`src/rtl/mem_stage_lsu.sv`:
```
// Memory-stage load/store unit: req/gnt/rvalid data-bus master that registers results into W.
// Build option MEMSTG_MISALIGN_TRAP_EN traps misaligned/illegal accesses instead of forcing natural alignment.
module mem_stage_lsu #(
  parameter int XLEN = 32,
  parameter int NBE  = XLEN / 8
) (
  input  logic            clk,
  input  logic            rst,
  input  logic            ValidM,
  input  logic            RegWriteM,
  input  logic            MemWriteM,
  input  logic            MemReadM,
  input  logic [1:0]      ResultSrcM,
  input  logic [2:0]      Funct3M,
  input  logic [4:0]      RD_M,
  input  logic [XLEN-1:0] PCPlus4M,
  input  logic [XLEN-1:0] WriteDataM,
  input  logic [XLEN-1:0] ALU_ResultM,
  output logic            StallM,
  output logic            dmem_req,
  output logic            dmem_we,
  output logic [XLEN-1:0] dmem_addr,
  output logic [NBE-1:0]  dmem_be,
  output logic [XLEN-1:0] dmem_wdata,
  input  logic            dmem_gnt,
  input  logic            dmem_rvalid,
  input  logic [XLEN-1:0] dmem_rdata,
  output logic            ValidW,
  output logic            RegWriteW,
  output logic            MisalignW,
  output logic [1:0]      ResultSrcW,
  output logic [4:0]      RD_W,
  output logic [XLEN-1:0] PCPlus4W,
  output logic [XLEN-1:0] ALU_ResultW,
  output logic [XLEN-1:0] ReadDataW
);
  localparam int OFFW = $clog2(NBE);
  localparam logic [0:0] IDLE = 1'b0;
  localparam logic [0:0] WAIT = 1'b1;

  logic [0:0]      state_q, state_d;
  logic [OFFW-1:0] off_q, off_d;
  logic [1:0]      size_q, size_d;
  logic            uns_q, uns_d;
  logic            valid_w_q, valid_w_d, regwrite_w_q, regwrite_w_d, misalign_w_q, misalign_w_d;
  logic [1:0]      rsrc_w_q, rsrc_w_d;
  logic [4:0]      rd_w_q, rd_w_d;
  logic [XLEN-1:0] pc4_w_q, pc4_w_d, alu_w_q, alu_w_d, rdata_w_q, rdata_w_d;

  logic            illegal_s, misalign_s, active_s, done_s, stall_s;
  logic [1:0]      size_s;
  logic [OFFW-1:0] amask_s, off_s;
  logic [NBE-1:0]  be_ones_s;
  logic [XLEN-1:0] wdata_rep_s, shifted_s, ext_s;

  // Access-size decode, legality and alignment handling
  always_comb begin
    case (Funct3M)
      3'b000, 3'b001, 3'b010, 3'b100, 3'b101: illegal_s = 1'b0;
      3'b011, 3'b110: illegal_s = (XLEN == 64) ? 1'b0 : 1'b1;
      default: illegal_s = 1'b1;
    endcase
    if (illegal_s) begin
      size_s = (XLEN == 64) ? 2'b11 : 2'b10;
    end else begin
      size_s = Funct3M[1:0];
    end
    case (size_s)
      2'b00:   amask_s = '0;
      2'b01:   amask_s = OFFW'(1);
      2'b10:   amask_s = OFFW'(3);
      default: amask_s = '1;
    endcase
`ifdef MEMSTG_MISALIGN_TRAP_EN
    misalign_s = ValidM & (MemReadM | MemWriteM) & (illegal_s | (|(ALU_ResultM[OFFW-1:0] & amask_s)));
    off_s      = ALU_ResultM[OFFW-1:0];
`else
    misalign_s = 1'b0;
    off_s      = ALU_ResultM[OFFW-1:0] & ~amask_s;
`endif
    // rst gating keeps the bus and stall quiet while reset is held, whatever M presents
    active_s = rst & ValidM & (MemReadM | MemWriteM) & ~misalign_s;
    if (state_q == IDLE) begin
      done_s = active_s & MemWriteM & dmem_gnt;
    end else begin
      done_s = dmem_rvalid;
    end
    stall_s = (active_s & ~done_s) | ((state_q == WAIT) & ~dmem_rvalid);
    StallM  = stall_s;
  end

  // Bus request, byte enables and lane-replicated store data
  always_comb begin
    dmem_req = active_s & (state_q == IDLE);
    dmem_we  = dmem_req & MemWriteM;
    case (size_s)
      2'b00:   be_ones_s = NBE'(1);
      2'b01:   be_ones_s = NBE'(3);
      2'b10:   be_ones_s = NBE'(15);
      default: be_ones_s = '1;
    endcase
    case (size_s)
      2'b00:   wdata_rep_s = {NBE{WriteDataM[7:0]}};
      2'b01:   wdata_rep_s = {(NBE/2){WriteDataM[15:0]}};
      2'b10:   wdata_rep_s = {(NBE/4){WriteDataM[31:0]}};
      default: wdata_rep_s = WriteDataM;
    endcase
    if (dmem_req) begin
      dmem_addr  = {ALU_ResultM[XLEN-1:OFFW], {OFFW{1'b0}}};
      dmem_be    = be_ones_s << off_s;
      dmem_wdata = wdata_rep_s;
    end else begin
      dmem_addr  = '0;
      dmem_be    = '0;
      dmem_wdata = '0;
    end
  end

  // Load-beat extraction using the offset and size captured at grant
  always_comb begin
    shifted_s = dmem_rdata >> {off_q, 3'b000};
    case (size_q)
      2'b00:   ext_s = XLEN'(shifted_s[7:0])  | ({XLEN{~uns_q & shifted_s[7]}} << 8);
      2'b01:   ext_s = XLEN'(shifted_s[15:0]) | ({XLEN{~uns_q & shifted_s[15]}} << 16);
      2'b10:   ext_s = XLEN'(shifted_s[31:0]) | ({XLEN{~uns_q & shifted_s[31]}} << 32);
      default: ext_s = shifted_s;
    endcase
  end

  // Access FSM and W-stage next-state
  always_comb begin
    state_d      = state_q;
    off_d        = off_q;
    size_d       = size_q;
    uns_d        = uns_q;
    valid_w_d    = 1'b0;
    regwrite_w_d = 1'b0;
    misalign_w_d = 1'b0;
    rsrc_w_d     = rsrc_w_q;
    rd_w_d       = rd_w_q;
    pc4_w_d      = pc4_w_q;
    alu_w_d      = alu_w_q;
    rdata_w_d    = rdata_w_q;
    case (state_q)
      IDLE: begin
        if (active_s & ~MemWriteM & dmem_gnt) begin
          state_d = WAIT;
          off_d   = off_s;
          size_d  = size_s;
          uns_d   = Funct3M[2];
        end else begin
          state_d = IDLE;
        end
      end
      WAIT: begin
        if (dmem_rvalid) begin
          state_d = IDLE;
        end else begin
          state_d = WAIT;
        end
      end
      default: state_d = IDLE;
    endcase
    if (!stall_s && ValidM) begin
      valid_w_d    = 1'b1;
      regwrite_w_d = RegWriteM & ~misalign_s;
      misalign_w_d = misalign_s;
      rsrc_w_d     = ResultSrcM;
      rd_w_d       = RD_M;
      pc4_w_d      = PCPlus4M;
      alu_w_d      = ALU_ResultM;
      rdata_w_d    = ext_s;
    end else begin
      valid_w_d = 1'b0;
    end
  end

  // State and W-stage registers
  always_ff @(posedge clk or negedge rst) begin
    if (!rst) begin
      state_q      <= IDLE;
      off_q        <= '0;
      size_q       <= 2'b00;
      uns_q        <= 1'b0;
      valid_w_q    <= 1'b0;
      regwrite_w_q <= 1'b0;
      misalign_w_q <= 1'b0;
      rsrc_w_q     <= 2'b00;
      rd_w_q       <= 5'd0;
      pc4_w_q      <= '0;
      alu_w_q      <= '0;
      rdata_w_q    <= '0;
    end else begin
      state_q      <= state_d;
      off_q        <= off_d;
      size_q       <= size_d;
      uns_q        <= uns_d;
      valid_w_q    <= valid_w_d;
      regwrite_w_q <= regwrite_w_d;
      misalign_w_q <= misalign_w_d;
      rsrc_w_q     <= rsrc_w_d;
      rd_w_q       <= rd_w_d;
      pc4_w_q      <= pc4_w_d;
      alu_w_q      <= alu_w_d;
      rdata_w_q    <= rdata_w_d;
    end
  end

  assign ValidW      = valid_w_q;
  assign RegWriteW   = regwrite_w_q;
  assign MisalignW   = misalign_w_q;
  assign ResultSrcW  = rsrc_w_q;
  assign RD_W        = rd_w_q;
  assign PCPlus4W    = pc4_w_q;
  assign ALU_ResultW = alu_w_q;
  assign ReadDataW   = rdata_w_q;
endmodule
```
`config.mk`:
```
export PLATFORM = sky130hd
export DESIGN_NAME = mem_stage_lsu
export DESIGN_NICKNAME = d
export VERILOG_FILES = /design/src/rtl/mem_stage_lsu.sv
export SDC_FILE = /design/constraint.sdc
export NUM_CORES = 1
export LEC_CHECK = 0
export BUFFER_PORTS_ARGS = -buffer_cell sky130_fd_sc_hd__buf_2
export CORE_AREA = 2 2 127 129
export CTS_BUF_LIST = sky130_fd_sc_hd__clkbuf_8
export DETAILED_ROUTE_END_ITERATION = 10
export DIE_AREA = 0 0 129 131
export GPL_ROUTABILITY_DRIVEN = 0
export PLACE_DENSITY_LB_ADDON = 0.2
export SLEW_MARGIN = 15
export SYNTH_ARGS = -nofsm -noshare
export SYNTH_HDL_FRONTEND = slang
export SYNTH_SLANG_ARGS = --single-unit
```
`constraint.sdc`:
```
create_clock -name clk -period 1.7 [get_ports clk]
set_input_delay 0.17 -clock clk [delete_from_list [all_inputs] [get_ports clk]]
set_output_delay 0.17 -clock clk [all_outputs]
set_load 0.1 [all_outputs]
```
Word-level counts from Yosys, hierarchy flattened
Index checks and enable logic that the tools add are counted.

storage, ports and cells
  input port bits = 146
  flip-flop bits (word level) = 111
  output and inout port bits = 177
  logic and storage cells = 63

operators by class
  bitwise logic cells = 23
  eq/ne operators = 6
  shift operators = 2
  reduce and logical (&&, ||, !) cells = 7
  mux-type cells = 14

operators by type and width
  cell                  number
  $pmux W32 S2          2
  $mux W32              2
  $or A16 B32 Y32       1
  $or A8 B32 Y32        1
  $shr A32 B5 Y32       1
  $and A1 B1 Y1         12
  $pmux W4 S2           1
  $eq A3 B3 Y1 const B  2
  $mux W1               5
  $not A1 Y1            5
  $reduce_or A5 Y1      1
  $eq A2 B1 Y1 const B  2
  $logic_not A2 Y1      2
  $mux W4               1
  $pmux W2 S2           1
  $shl A4 B2 Y4         1
  $eq A3 B1 Y1 const B  1
  $eq A3 B2 Y1 const B  1
  $logic_not A3 Y1      1
  $and A2 B2 Y2         1
  $mux W2               1
  $not A2 Y2            1
  $or A1 B1 Y1          2
  $pmux W1 S2           1
  other kinds (3)       3

Logic depth before layout (Yosys ltp)
  word-level depth = 11
  depth in mapped cells = 7
  mapped depth without buffers = 5

Worst setup path before layout
Ideal clock, no wire load.

  path kind = reg-to-output
  from = register state_q
  to = output port StallM
  cell stages (with the launch flop) = 5
  path buffers = 1
  arrival = 3.007 ns
  setup slack = -1.477 ns
  data required time = 1.530 ns
  path through = dfrtp_1 > and3b_1 > o21ai_1 > clkbuf_1 > o21ai_0

on the way
  longest elaborated chain between the ends = 4
  elaborated cells between the ends (all ways) = 5
  those cells by class = mux: 1; bitwise: 4

RTL lines
  element                 RTL line  source
  from (decl)             41        logic [0:0] state_q, state_d;
  from (signal assigned)  194       state_q <= state_d;
  $mux W1                 83        if (state_q == IDLE) begin
  $not A1 Y1              88        stall_s = (active_s & ~done_s) | ((state_q == WAIT) & ~dmem_rvalid);
  $and A1 B1 Y1           88
  $or A1 B1 Y1 *          88
  to (decl)               19        output logic StallM,

Every way passes the cells marked *; elsewhere a longest branch is shown, timed or not.

Final worst setup path
  from = register state_q
  to = output port dmem_wdata[8]

on the way
  longest elaborated chain between the ends = 3

RTL lines
  element               RTL line  source
  $not A1 Y1 (no line)  n/a
  $and A1 B1 Y1         94        dmem_req = active_s & (state_q == IDLE);
  $mux W32              108       if (dmem_req) begin
  to (decl)             24        output logic [XLEN-1:0] dmem_wdata,

No other way between the ends.

==> metrics.yaml <==
outcome:
  outcome: "complete, but fails checks"
  violations: "negative setup slack"
critical_path:
  crit_required_ns: 1.53
  worstSetupPathType: "reg2out"
  endpoint_kind: "output port"
  arrival_ns: 1.79
  crit_chain: "and3b_2 > o21ai_4 > clkbuf_8 > a21oi_4 > buf_12"
  max_stage_delay_ns: 0.40
  start_kind: "flop"
  cpMaxStageDelayCell: "dfrtp_1"
  crit_fanout: 17
timing:
  fin_crit_sh_pct: 115
  finalSetupTns_ns: -15.53
  tightest_slew_ns: 0.814
  drv_slew: 0
  finalSetupViolations: 68
  rsz0062_at_grt: "true"
  finalHoldViolCount: 0
  fin_skew_ns: 0.0106
  finalCriticalPeriod_ns: 1.96
  setup_ws_ns: -0.261
  max_freq_mhz: 510
  max_slew_margin_pct: 45.7
cells_and_area:
  drive_above_1_share_pct: 44.8
  multi_input_area_um2: 2930
  ff_latch_area_um2: 2780
  nFillCells: 1282
  fin_nets: 1202
  fin_cells: 1277
  final_cell_area_um2: 10000
  num_antenna_cells: 0
  synthToLayoutAreaGrowth_pct: 80.5
place:
  placed_area_um2: 8890
  placed_cells: 1186
  portBuffers: 319
  dp_hpwl_um: 14600
drt:
  wl_per_cell_um: 15.9
  drc: 0
  wirelength_um: 20400
  via_per_inst: 4.70
  routed-via-count: 6002
  drt_iter0_markers: 209
  firstDrtPassIters: 4
  ant_nets: 0
power:
  ir_drop_uv: 566
  powerDensity_nw_per_um2: 1100
  finalPower_w: 0.0110
  p_leak_nw: 5.00
die:
  io_pins: 323
  dieArea_um2: 16900
  die_h_um: 131
  initial_utilization_pct: 35.5
  num_rows: 46
  dieWidth_um: 129
  core_um2: 15600
grt:
  grt_util_all_layers_pct: 23.3
  grt_max_degree: 64
  gr-total-overflow: 0
  grt_pass1_vias: 5924
  antenna_found_initial: 1
  grt_pass1_wl_um: 30600
synthesis:
  synth_area_per_cell_um2: 8.33
  ys_top_cells_by_area: "dfrtp_1 50%, nand2_1 17%, a21oi_1 5.3%"
  ys_seq_elements: 111
  synth_top_area_share_pct: 50.1
  synth_cell_types: 31
  yosys_warnings: 0
  syn-cell-area_um2: 5540
  synth_seq_area_share_pct: 50.1
  synth_top_cell_by_area: "dfrtp_1"
  syn_inst: 665
job:
  drv_cap: 0
clock_network:
  cts_sinks: 111
  cts_htree_levels: 3
  cts_tree: "yes"
  cts_buffer_depth: 2
  cts_buffers: 9
  root_buffer: "clkbuf_8"
  cts.clk_slew.worst_paths_ns: 0.12
  clk_latency_ns: 0.39
hold_path:
  hold_path_class: "in2reg"
[per-stage QoR]
step           setup WS (ns)  hold slack, ns  utilization (%)
6_report              -0.261          0.0146             64.1
2_1_floorplan         -0.196          -0.126                -
5_1_grt               -0.339         0.00646             64.1
4_1_cts               -0.269        0.000684             63.2
3_5_place_dp         -0.0302           0.350             57.0
3_3_place_gp          0.0472           0.338             57.0
[final cells by class]
class	instances	share of cell area (%)
tap	216	2.70
multi-input combinational	504	29.3
clock buffer	9	1.24
sequential	111	27.8
clock inverter	7	1.06
inverter	5	0.213
timing repair buffer	425	37.7
[synth_stat cells, drive strengths merged]
master    n
nand2   255
nand2b    2
and3b     1
nor2b     3
mux2     18
nor2     47
o41ai     1
o211ai    7
dfrtp   111
o311ai    1
a211oi    1
o21ai    17
o22a      8
mux2i    24
o311a     1
and2     41
or2       7
inv       5
nor4b     2
nand3b    1
buf      21
nand4b    2
clkbuf   26
conb      1
nand3     1
o31ai     2
a21oi    59
[timing repair]
action | 4_1_cts | 5_1_grt
hold endpoints to repair | 112 | 0
pin swaps | 3 | 3
resized for setup | 20 | 20
buffers inserted | 1 | 5
cloned | 1 | 2
hold buffers | 66 | 0
endpoints found under the setup margin | 140 | 165
[final timing paths]
path                       cells after the start             from               to  slack (ns)
hold / removal                                 3  ALU_ResultM[25]  ALU_ResultW[25]        0.01
setup / recovery                               5          state_q    dmem_wdata[8]       -0.26
setup reg to reg                               5         off_q[1]    ReadDataW[15]        0.11
max in group asynchronous                      3              rst          RD_W[1]        0.61
min in group asynchronous                      3              rst   ALU_ResultW[0]        0.47
hold reg to reg                                2      PCPlus4W[2]      PCPlus4W[2]        0.48
[cell families (layout without fill, tap and decap cells)]
kind of cell / Yosys count / after routing / share of synthesized area (%)
AO/OA/AOI/OAI: 97 / 97 / 10.3
multiplexers: 42 / 42 / 7.99
other: 1 / 3 / 0.0677
flip-flops: 111 / 111 / 50.1
buffers and inverters: 52 / 446 / 4.09
AND/OR/NAND/NOR: 362 / 362 / 27.5
[placed cells by master (no fill, tap or decap), types with 4 or more instances in the layout]
cell type,Yosys,final
dlygate4sd3_1,0,66
inv_1,4,4
a21oi_4,0,10
buf_4,3,27
mux2i_1,24,23
clkbuf_8,0,10
and2_4,0,37
buf_2,16,249
o21ai_0,16,15
mux2_2,18,18
buf_12,0,76
a21oi_1,59,49
o211ai_1,7,7
nor2_4,0,18
nor2_1,47,28
dfrtp_1,111,110
nand2_1,255,255
o22a_1,8,8
or2_2,7,7
[critical path, delay by kind of cell (launching register included)]
family / cells / cell delay [ns]
AOI/OAI and AO/OA: 2 / 0.27
buffers and inverters: 2 / 0.44
DFF: 1 / 0.40
and+or+nand+nor: 1 / 0.28
[where the power goes]
group,switching (W),internal [W]
Combinational,0.00456,0.00133
Sequential,0.000249,0.00304
Clock,0.000971,0.000852
[sequential cells by signal (all words and copies together) (netlist names)]
signal       flops
PCPlus4W        32
size_q           2
RegWriteW        1
ResultSrcW       2
RD_W             5
ReadDataW       32
off_q            2
state_q          1
ValidW           1
uns_q            1
ALU_ResultW     32
[layer usage]
metal	global-route usage (%)	vias up	part of all wire [%]
li1	-	2923	-
met1	28.0	2827	40
met2	40.9	223	51
met3	6.96	29	7.2
met4	6.14	0	1.7
met5	0	-	0
No activity file was read; power rests on OpenSTA's default activity.
